<file path="src/rtl/vedic_mult_pipe.sv">
// vedic_mult_pipe: pipelined Urdhva Tiryagbhyam multiplier, signed/unsigned.
// One register stage per recursion level; the whole pipe freezes on stall.
module vedic_mult_pipe #(
  parameter int WIDTH = 8
) (
  input  logic               clk,
  input  logic               rst_n,
  input  logic               in_valid,
  output logic               in_ready,
  input  logic [WIDTH-1:0]   a,
  input  logic [WIDTH-1:0]   b,
  input  logic               is_signed,
  output logic               out_valid,
  input  logic               out_ready,
  output logic [2*WIDTH-1:0] product
);
  localparam int D      = WIDTH / 4;
  localparam int LEVELS = $clog2(D);
  localparam int DW     = 2 * WIDTH;

  typedef logic [DW-1:0] dw_t;

  // Kogge-Stone prefix adder; carry out of the top bit is dropped
  function automatic dw_t cla(dw_t x, dw_t y);
    dw_t g;
    dw_t p;
    dw_t pp;
    g  = x & y;
    p  = x ^ y;
    pp = p;
    for (int d = 1; d < DW; d = d * 2) begin
      g  = g | (pp & (g << d));
      pp = pp & (pp << d);
    end
    return p ^ (g << 1);
  endfunction

  // 4x4 vertical-and-crosswise: column sums, then one carry sweep
  function automatic logic [7:0] vedic4(logic [3:0] x, logic [3:0] y);
    logic [2:0] col [7];
    logic [3:0] s;
    logic [2:0] cy;
    logic [7:0] r;
    r  = '0;
    cy = '0;
    for (int k = 0; k < 7; k++) col[k] = '0;
    for (int i = 0; i < 4; i++)
      for (int j = 0; j < 4; j++)
        col[i+j] = col[i+j] + {2'b00, x[i] & y[j]};
    for (int k = 0; k < 7; k++) begin
      s    = {1'b0, col[k]} + {1'b0, cy};
      r[k] = s[0];
      cy   = s[3:1];
    end
    r[7] = cy[0];
    return r;
  endfunction

  // Z-order slot of digit pair (i,j): siblings of one combine are adjacent
  function automatic int morton(int i, int j);
    int r;
    r = 0;
    for (int t = 0; t < 15; t++) begin
      r = r | (((i >> t) & 1) << (2 * t + 1));
      r = r | (((j >> t) & 1) << (2 * t));
    end
    return r;
  endfunction

  logic stall;

  assign stall    = out_valid & ~out_ready;
  assign in_ready = ~stall;

  for (genvar k = 0; k <= LEVELS; k++) begin : stg
    localparam int NB = (D * D) >> (2 * k);
    localparam int PW = 8 << k;
    localparam int TW = NB * PW;

    logic [TW-1:0] c;
    logic [TW-1:0] prod_d;
    logic [TW-1:0] prod_q;
    logic          v_d;
    logic          v_q;
    logic          neg_d;

    if (k == 0) begin : g_in
      logic [WIDTH-1:0] ma;
      logic [WIDTH-1:0] mb;

      // magnitudes, then the full grid of 4x4 digit products
      always_comb begin
        ma = (is_signed & a[WIDTH-1]) ? ~a + 1'b1 : a;
        mb = (is_signed & b[WIDTH-1]) ? ~b + 1'b1 : b;
        c  = '0;
        for (int i = 0; i < D; i++)
          for (int j = 0; j < D; j++)
            c[morton(i, j)*8 +: 8] =
              vedic4(ma[4*i +: 4], mb[4*j +: 4]);
      end

      assign v_d   = in_valid;
      assign neg_d = is_signed & (a[WIDTH-1] ^ b[WIDTH-1]);
    end else begin : g_cmb
      localparam int CW = PW / 2;
      localparam int M  = PW / 4;

      dw_t ll;
      dw_t lh;
      dw_t hl;
      dw_t hh;

      // LL + (LH+HL)<<M + HH<<2M for every group of four children
      always_comb begin
        c  = '0;
        ll = '0;
        lh = '0;
        hl = '0;
        hh = '0;
        for (int p = 0; p < NB; p++) begin
          ll = dw_t'(stg[k-1].prod_q[(4*p+0)*CW +: CW]);
          lh = dw_t'(stg[k-1].prod_q[(4*p+1)*CW +: CW]);
          hl = dw_t'(stg[k-1].prod_q[(4*p+2)*CW +: CW]);
          hh = dw_t'(stg[k-1].prod_q[(4*p+3)*CW +: CW]);
          c[p*PW +: PW] =
            PW'(cla(cla(ll, cla(lh, hl) << M), hh << (2 * M)));
        end
      end

      assign v_d   = stg[k-1].v_q;
      assign neg_d = stg[k-1].g_mid.neg_q;
    end

    if (k == LEVELS) begin : g_out
      assign prod_d = neg_d ? TW'(cla(~dw_t'(c), dw_t'(1))) : c;
    end else begin : g_mid
      logic neg_q;

      assign prod_d = c;

      // result sign rides along with its sub-products
      always_ff @(posedge clk or negedge rst_n) begin
        if (!rst_n) begin
          neg_q <= 1'b0;
        end else if (!stall) begin
          neg_q <= neg_d;
        end
      end
    end

    // stage data and valid; all stages hold together on stall
    always_ff @(posedge clk or negedge rst_n) begin
      if (!rst_n) begin
        prod_q <= '0;
        v_q    <= 1'b0;
      end else if (!stall) begin
        prod_q <= prod_d;
        v_q    <= v_d;
      end
    end
  end

  assign out_valid = stg[LEVELS].v_q;
  assign product   = stg[LEVELS].prod_q;

endmodule

</file>
<file path="config.mk">
export PLATFORM = sky130hd
export DESIGN_NAME = vedic_mult_pipe
export DESIGN_NICKNAME = d
export VERILOG_FILES = /design/src/rtl/vedic_mult_pipe.sv
export SDC_FILE = /design/constraint.sdc
export NUM_CORES = 1
export LEC_CHECK = 0
export CAP_MARGIN = 20
export CORE_AREA = 2 2 96 98
export DETAILED_ROUTE_END_ITERATION = 12
export DIE_AREA = 0 0 98 100
export PLACE_DENSITY = 0.75
export SLEW_MARGIN = 15
export SYNTH_ARGS = -nofsm -noshare
export SYNTH_HDL_FRONTEND = slang
export SYNTH_SLANG_ARGS = --single-unit
</file>
<file path="constraint.sdc">
create_clock -name clk -period 4.5 [get_ports clk]
set_clock_uncertainty 0.1 [all_clocks]
set_input_delay 0.675 -clock clk [delete_from_list [all_inputs] [get_ports clk]]
set_output_delay 0.675 -clock clk [all_outputs]
set_load 0.02 [all_outputs]
</file>
==> flow_summary.yaml <==
grt:
  grt_usage: 0.249
  grt_pass1_vias: 4293
  grt_overflow: 0
  grt_max_degree: 64
  grt_pass1_wl_um: 19700
  antenna_found_initial: 0
run_status:
  violations: "setup timing"
  status: "complete, but fails checks"
detailed_routing:
  drt-total-wl_um: 12400
  wl_per_cell_um: 16.3
  viasPerCell: 5.52
  dr.pass1.iters: 6
  drc: 0
  antenna_left: 0
  vias: 4189
  drtIter0Drc: 197
flow_run:
  max_cap_violations: 0
power:
  p_leak_nw: 2.84
  peakVddDrop_uv: 493
  power_density_nw_per_um2: 653
clock_network:
  clock_path_buffers: 2
  htreeDepth: 2
  ctsRootBufferMaster: "clkbuf_8"
  clock_latency_ps: 300
  numCtsBuffers: 5
  clk_pin_slew_worst_paths_ps: 100
  clock-sinks: 51
  cts_tree: "yes"
  cts-hold-fix-buffers: 0
placement:
  dpl.hpwl_um: 8740
  place.port_buffers: 38
  pre_cts_slack_ps: -2050
  routabilityCongestion: 0.931
sta:
  min_period_over_period: 1.30
  drv_slew: 0
  finalSetupTns_ps: -12520
  rsz0062_at_grt: "yes"
  hold_slack_ps: 371
  hold_viol: 0
  slew_headroom: 0.570
  period_needed_ps: 5830
  tightestPinTransition_ps: 644
  setup_ws_ps: -1330
  fmax_mhz: 172
  setup_violations: 14
critical_path:
  path_max_fanout: 2
  worst_setup_path_start_kind: "input port"
  worstSetupPathType: "input port to flop"
  critPathRequiredTime_ps: 4570
  end_kind: "flop"
  critPathArrivalTime_ps: 5900
yosys:
  avgSynthCellArea_um2: 8.77
  ys.flop_type: "dfrtp_1"
  synth_seq_area_share: 0.270
  netlist_instances: 540
  synth_top_area_share: 0.270
  synth-seq-cells: 51
  synth_common_cells: "nand2_1 (96), inv_1 (55), nor2_1 (52)"
  ys_async_sr_fraction: 1.00
  yosysTopAreaCell: "dfrtp_1"
  yosys_warnings: 0
  syn-cell-area_um2: 4730
  synth.most_common_cell: "nand2_1"
  synth.distinct_cells: 60
  syn_nets: 633
  synth_edf_count: 0
  synth_area_leaders: "dfrtp_1 (27%), fa_1 (15%), ha_1 (9.8%)"
floorplanning:
  row_count: 35
  chipWidth_um: 98
  dieArea_um2: 9800
  io_pins: 39
  start_util: 0.532
  core_um2: 8890
  die_y_um: 100
final_layout:
  nets: 740
  fillCellCount: 647
  insertedDiodeCount: 0
  syn2layout_area_growth_pct: 33.1
  final_layout_size_suffix_gt1_frac: 0.315
min_path:
  hold_class: "input port to async pin"
## per-stage QoR
stage / util / instance area, um^2 / power [mW] / cells
after floorplan: - / 4910 / 2.72 / 540
after global placement: 0.638 / 5670 / 3.34 / 722
after detailed placement: 0.638 / 5670 / 3.44 / 722
after CTS: 0.683 / 6070 / 3.79 / 749
after global routing: 0.709 / 6300 / 4.46 / 759
final: 0.709 / 6300 / 4.12 / 759
## kinds of logic after synthesis
family	Yosys count	synth area share
and+or+nand+nor	217	0.218
AOI/OAI and AO/OA	85	0.118
buffers and inverters	73	0.0674
adders and majority gates	72	0.246
DFF	51	0.270
xor gates and xnor gates	37	0.0701
muxes	5	0.0108
## critical path, stage by stage
cell,delay [ps]
buf_6,100
or3_4,400
or2_4,280
nor2_4,150
nor2_4,60
xor2_2,190
nand2_1,120
fa_1,520
inv_1,50
ha_2,190
ha_4,260
inv_2,30
fa_2,320
inv_2,70
fa_1,400
fa_1,480
ha_2,190
fa_1,500
inv_2,40
fa_2,330
fa_1,480
a21oi_1,60
## final cells by class
type / count / area, um^2 / share of cell area
multi-input combinational: 416 / 3610 / 0.572
inverter: 56 / 215 / 0.0342
clock buffer: 5 / 68.8 / 0.0109
sequential: 51 / 1280 / 0.203
clock inverter: 3 / 22.5 / 0.00357
timing repair buffer: 117 / 973 / 0.154
tap: 111 / 139 / 0.0220
## power by group
group	switching (mW)	internal, mW	leakage, nW
Clock	0.167	0.113	0.0489
Combinational	1.73	1.37	2.17
Sequential	0.111	0.629	0.619
## cell usage in the layout (no fill, tap or decap), drive strengths merged, types with 8 or more instances in the layout
| cell | netlist | layout |
|---|---|---|
| ha | 37 | 37 |
| xnor2 | 18 | 18 |
| nand2 | 96 | 96 |
| and2 | 13 | 13 |
| nor2 | 52 | 52 |
| nand3 | 10 | 10 |
| o21ai | 23 | 23 |
| a21oi | 28 | 28 |
| nor2b | 8 | 8 |
| inv | 56 | 58 |
| fa | 35 | 35 |
| clkdlybuf4s50 | 0 | 23 |
| nor3 | 8 | 8 |
| buf | 5 | 91 |
| dfrtp | 51 | 51 |
| xor2 | 19 | 19 |
## registers in the layout, indices dropped and copies added (netlist names)
signal / cells
stg.prod_q: 32
out_valid: 1
stg.g_mid.neg_q: 1
product: 16
stg.v_q: 1
## routing by layer
| metal | GRT usage | part of all wire |
|---|---|---|
| met2 | 0.482 | 0.52 |
| met3 | 0.0237 | 0.037 |
| met1 | 0.282 | 0.40 |
| met4 | 0.0983 | 0.041 |
| met5 | 0 | 0 |
## what timing repair did
item | in CTS | in global routing
buffers inserted | 19 | 10
endpoints found under the setup margin | 16 | 18
gates resized for setup | 94 | 39
cloned | 0 | 0
pin swaps | 55 | 42
## path summary, 6_finish.rpt
check	from	endpoint	slack, ps	depth (start not counted)
max	a[4]	stg[0].prod_q[30]$_DFFE_PN0N_	-1330	22
min	rst_n	product[2]$_DFFE_PN0N_	370	2
max reg2reg	stg[0].prod_q[8]$_DFFE_PN0N_	product[14]$_DFFE_PN0N_	190	17
min reg2reg	stg[0].v_q$_DFFE_PN0N_	stg[0].v_q$_DFFE_PN0N_	370	2
max in group asynchronous	rst_n	stg[0].prod_q[29]$_DFFE_PN0N_	3500	2
min in group clk	stg[0].v_q$_DFFE_PN0N_	stg[0].v_q$_DFFE_PN0N_	370	2
No activity file was read; power rests on OpenSTA's default activity.
==> RTL change: new RTL, same flow settings <==
Make the reset (`rst_n`) synchronous in 2 clocked blocks.
--- a/src/rtl/vedic_mult_pipe.sv
+++ b/src/rtl/vedic_mult_pipe.sv
@@ -139,7 +139,7 @@
       assign prod_d = c;
 
       // result sign rides along with its sub-products
-      always_ff @(posedge clk or negedge rst_n) begin
+      always_ff @(posedge clk) begin
         if (!rst_n) begin
           neg_q <= 1'b0;
         end else if (!stall) begin
@@ -149,7 +149,7 @@
     end
 
     // stage data and valid; all stages hold together on stall
-    always_ff @(posedge clk or negedge rst_n) begin
+    always_ff @(posedge clk) begin
       if (!rst_n) begin
         prod_q <= '0;
         v_q    <= 1'b0;
Formal check against the unedited RTL: not equivalent (Yosys sat finds a counterexample within 4 cycles, from zero or initial values and one cycle with rst_n low; the reset may be asserted at any time).
==> RTL change against the unedited design <==
The run still ends with negative setup slack left. Critical path depth rose by 1. Cell area decreased by 1.8%. Sequential cell count is the same. Wire length down 3.0%. Worst hold slack got worse by 0.0088 ns. First-iteration DRC count shrank 6.1%. Setup slack better by 0.15 ns. Area after synthesis decreased by 4.9%. Critical endpoint is now stg[0].prod_q[30].
Power is not compared: it rests on default switching activity, and its combinational part moved more than twofold at a synthesized area within 25%.
==> RTL change: results (changes against the unedited design) <==
[logic_synthesis]
synthTopCellsByCount = 77 x nand2_1, 67 x nor2_1, 51 x dfxtp_1, 51 x inv_1, 37 x ha_1  ; was 96 x nand2_1, 55 x inv_1, 52 x nor2_1
ys_top_cells_by_area = dfxtp_1 23%, fa_1 16%, ha_1 10%  ; was dfrtp_1 27%, fa_1 15%, ha_1 9.8%
syn_nets = 642  ; was 633
synth.distinct_cells = 51  ; was 60
async_flop_share_pct = 0  ; was 100.0%
ys_seq_area_share_pct = 22.67  ; was 26.96%

[layout]
fill_cells = 682  ; was 647
final_nets = 747  ; was 740
drive_above_1_share_pct = 32.82  ; was 31.48%

[global_routing]
grt_pass1_wl_mm = 19.46  ; was 19.67 mm
grtUsageMet3_pct = 2.437  ; was 2.368%
grt_util_met2_pct = 45.57  ; was 48.16%
grt_use_met1_pct = 28.06  ; was 28.23%
first_global_vias = 4336  ; was 4293

[route]
drt-initial-drc-count = 185  ; was 197
wirelength_met1_mm = 4.782  ; was 4.907 mm
wl_met2_mm = 6.386  ; was 6.483 mm
wl_met3_um = 420  ; was 452 um
drt-pass1-iter-count = 4  ; was 6
finalWirelength_mm = 11.98  ; was 12.36 mm

[clock_tree]
cts_buffer_depth = 2  ; unchanged
clk_latency_ns = 0.32  ; was 0.30 ns
cts_resized = 115  ; was 94

[placement]
gp_congestion = 0.9064  ; was 0.9312
dp_hpwl_mm = 8.435  ; was 8.736 mm
dp_slack_ns = -2.038  ; was -2.055 ns

[timing]
finalSetupViolCount = 12  ; was 14
slew_headroom_pct = 36.53  ; was 57.04%
setup-tns-final_ns = -11.14  ; was -12.52 ns
layout_setup_ws_ns = -1.176  ; was -1.330 ns

[status]
outcome = finished, violations left  ; unchanged
violations = negative setup slack  ; unchanged

[hold_path]
min-delay-path-class = register to register  ; was primary input to asynchronous set/reset pin

[setup_path]
critPathMaxFanout = 4  ; was 2
arrival_ns = 5.73  ; was 5.90 ns

==> RTL change: cell types whose count changed in the layout (fill, tap and decap cells not counted), sizes merged, moves of 3 or more <==
cell | before | now
nand2 | 96 | 77
dfxtp | 0 | 51
dfrtp | 51 | 0
xnor2 | 18 | 14
inv | 58 | 53
nor2b | 8 | 11
o31ai | 6 | 2
nor2 | 52 | 68
o21ai | 23 | 14
and2 | 13 | 10
a211oi | 3 | 32
o211ai | 1 | 4
nand3 | 10 | 14
==> RTL change: area by class of cell <==
| class | count | area [sq um] | area share [%] |
|---|---|---|---|
| Clock buffer | 5 | 68.82 | 1.113 |
| Clock inverter | 3 | 47.55 | 0.7688 |
| Inverter | 52 | 205.2 | 3.318 |
| Multi-Input combinational cell | 426 | 3734 | 60.37 |
| Sequential cell | 51 | 1021 | 16.51 |
| Tap cell | 111 | 138.9 | 2.246 |
| Timing Repair Buffer | 118 | 969.7 | 15.68 |
==> RTL change: power by group <==
part	internal, mW	total, mW	switching, mW
Sequential	0.541	0.598	0.0571
Clock	0.169	0.344	0.175
Combinational	0.587	1.27	0.682
Total	1.30	2.21	0.914
==> RTL change: cell families after synthesis <==
group | count (synthesis) | share of synthesized area, %
AND/OR/NAND/NOR | 206 | 20.53
AO/OA/AOI/OAI | 109 | 17.23
buffers and inverters | 72 | 6.001
adder cells (fa/ha/maj) | 72 | 25.84
flip-flops | 51 | 22.67
XOR/XNOR | 35 | 6.808
multiplexers | 4 | 0.9169
==> RTL change: stage by stage <==
| stage | hold slack, ns | utilization (%) | instances | instance area [sq um] | power [mW] |
|---|---|---|---|---|---|
| floorplan | 0.3322 | - | 549 | 4735 | 1.397 |
| global placement | 0.3386 | 62.17 | 730 | 5527 | 1.689 |
| detailed placement | 0.3439 | 62.17 | 730 | 5527 | 1.732 |
| CTS | 0.3598 | 67.50 | 757 | 6001 | 2.126 |
| global route | 0.3769 | 69.57 | 766 | 6185 | 2.369 |
| finish | 0.3623 | 69.57 | 766 | 6185 | 2.211 |
==> RTL change: critical path, stage by stage <==
cell,delay (ns)
clkbuf_4,0.17
inv_6,0.04
ha_4,0.18
a21oi_4,0.22
xnor2_2,0.10
nor2_2,0.17
ha_4,0.16
inv_2,0.04
fa_1,0.52
inv_1,0.04
ha_2,0.18
ha_4,0.26
inv_2,0.03
fa_2,0.32
inv_2,0.06
fa_1,0.40
fa_1,0.48
ha_2,0.19
fa_1,0.50
inv_2,0.04
fa_2,0.33
fa_2,0.54
a211oi_2,0.07
==> RTL change: worst paths after layout <==
path | startpoint | end | slack [ns] | cells after the start
worst max-delay path | b[0] | stg[0].prod_q[30] | -1.18 | 23
worst max register to register | stg[0].prod_q[8] | product[15] | 0.21 | 18
worst min-delay path | product[0] | product[0] | 0.36 | 2
worst min register to register | product[0] | product[0] | 0.36 | 2
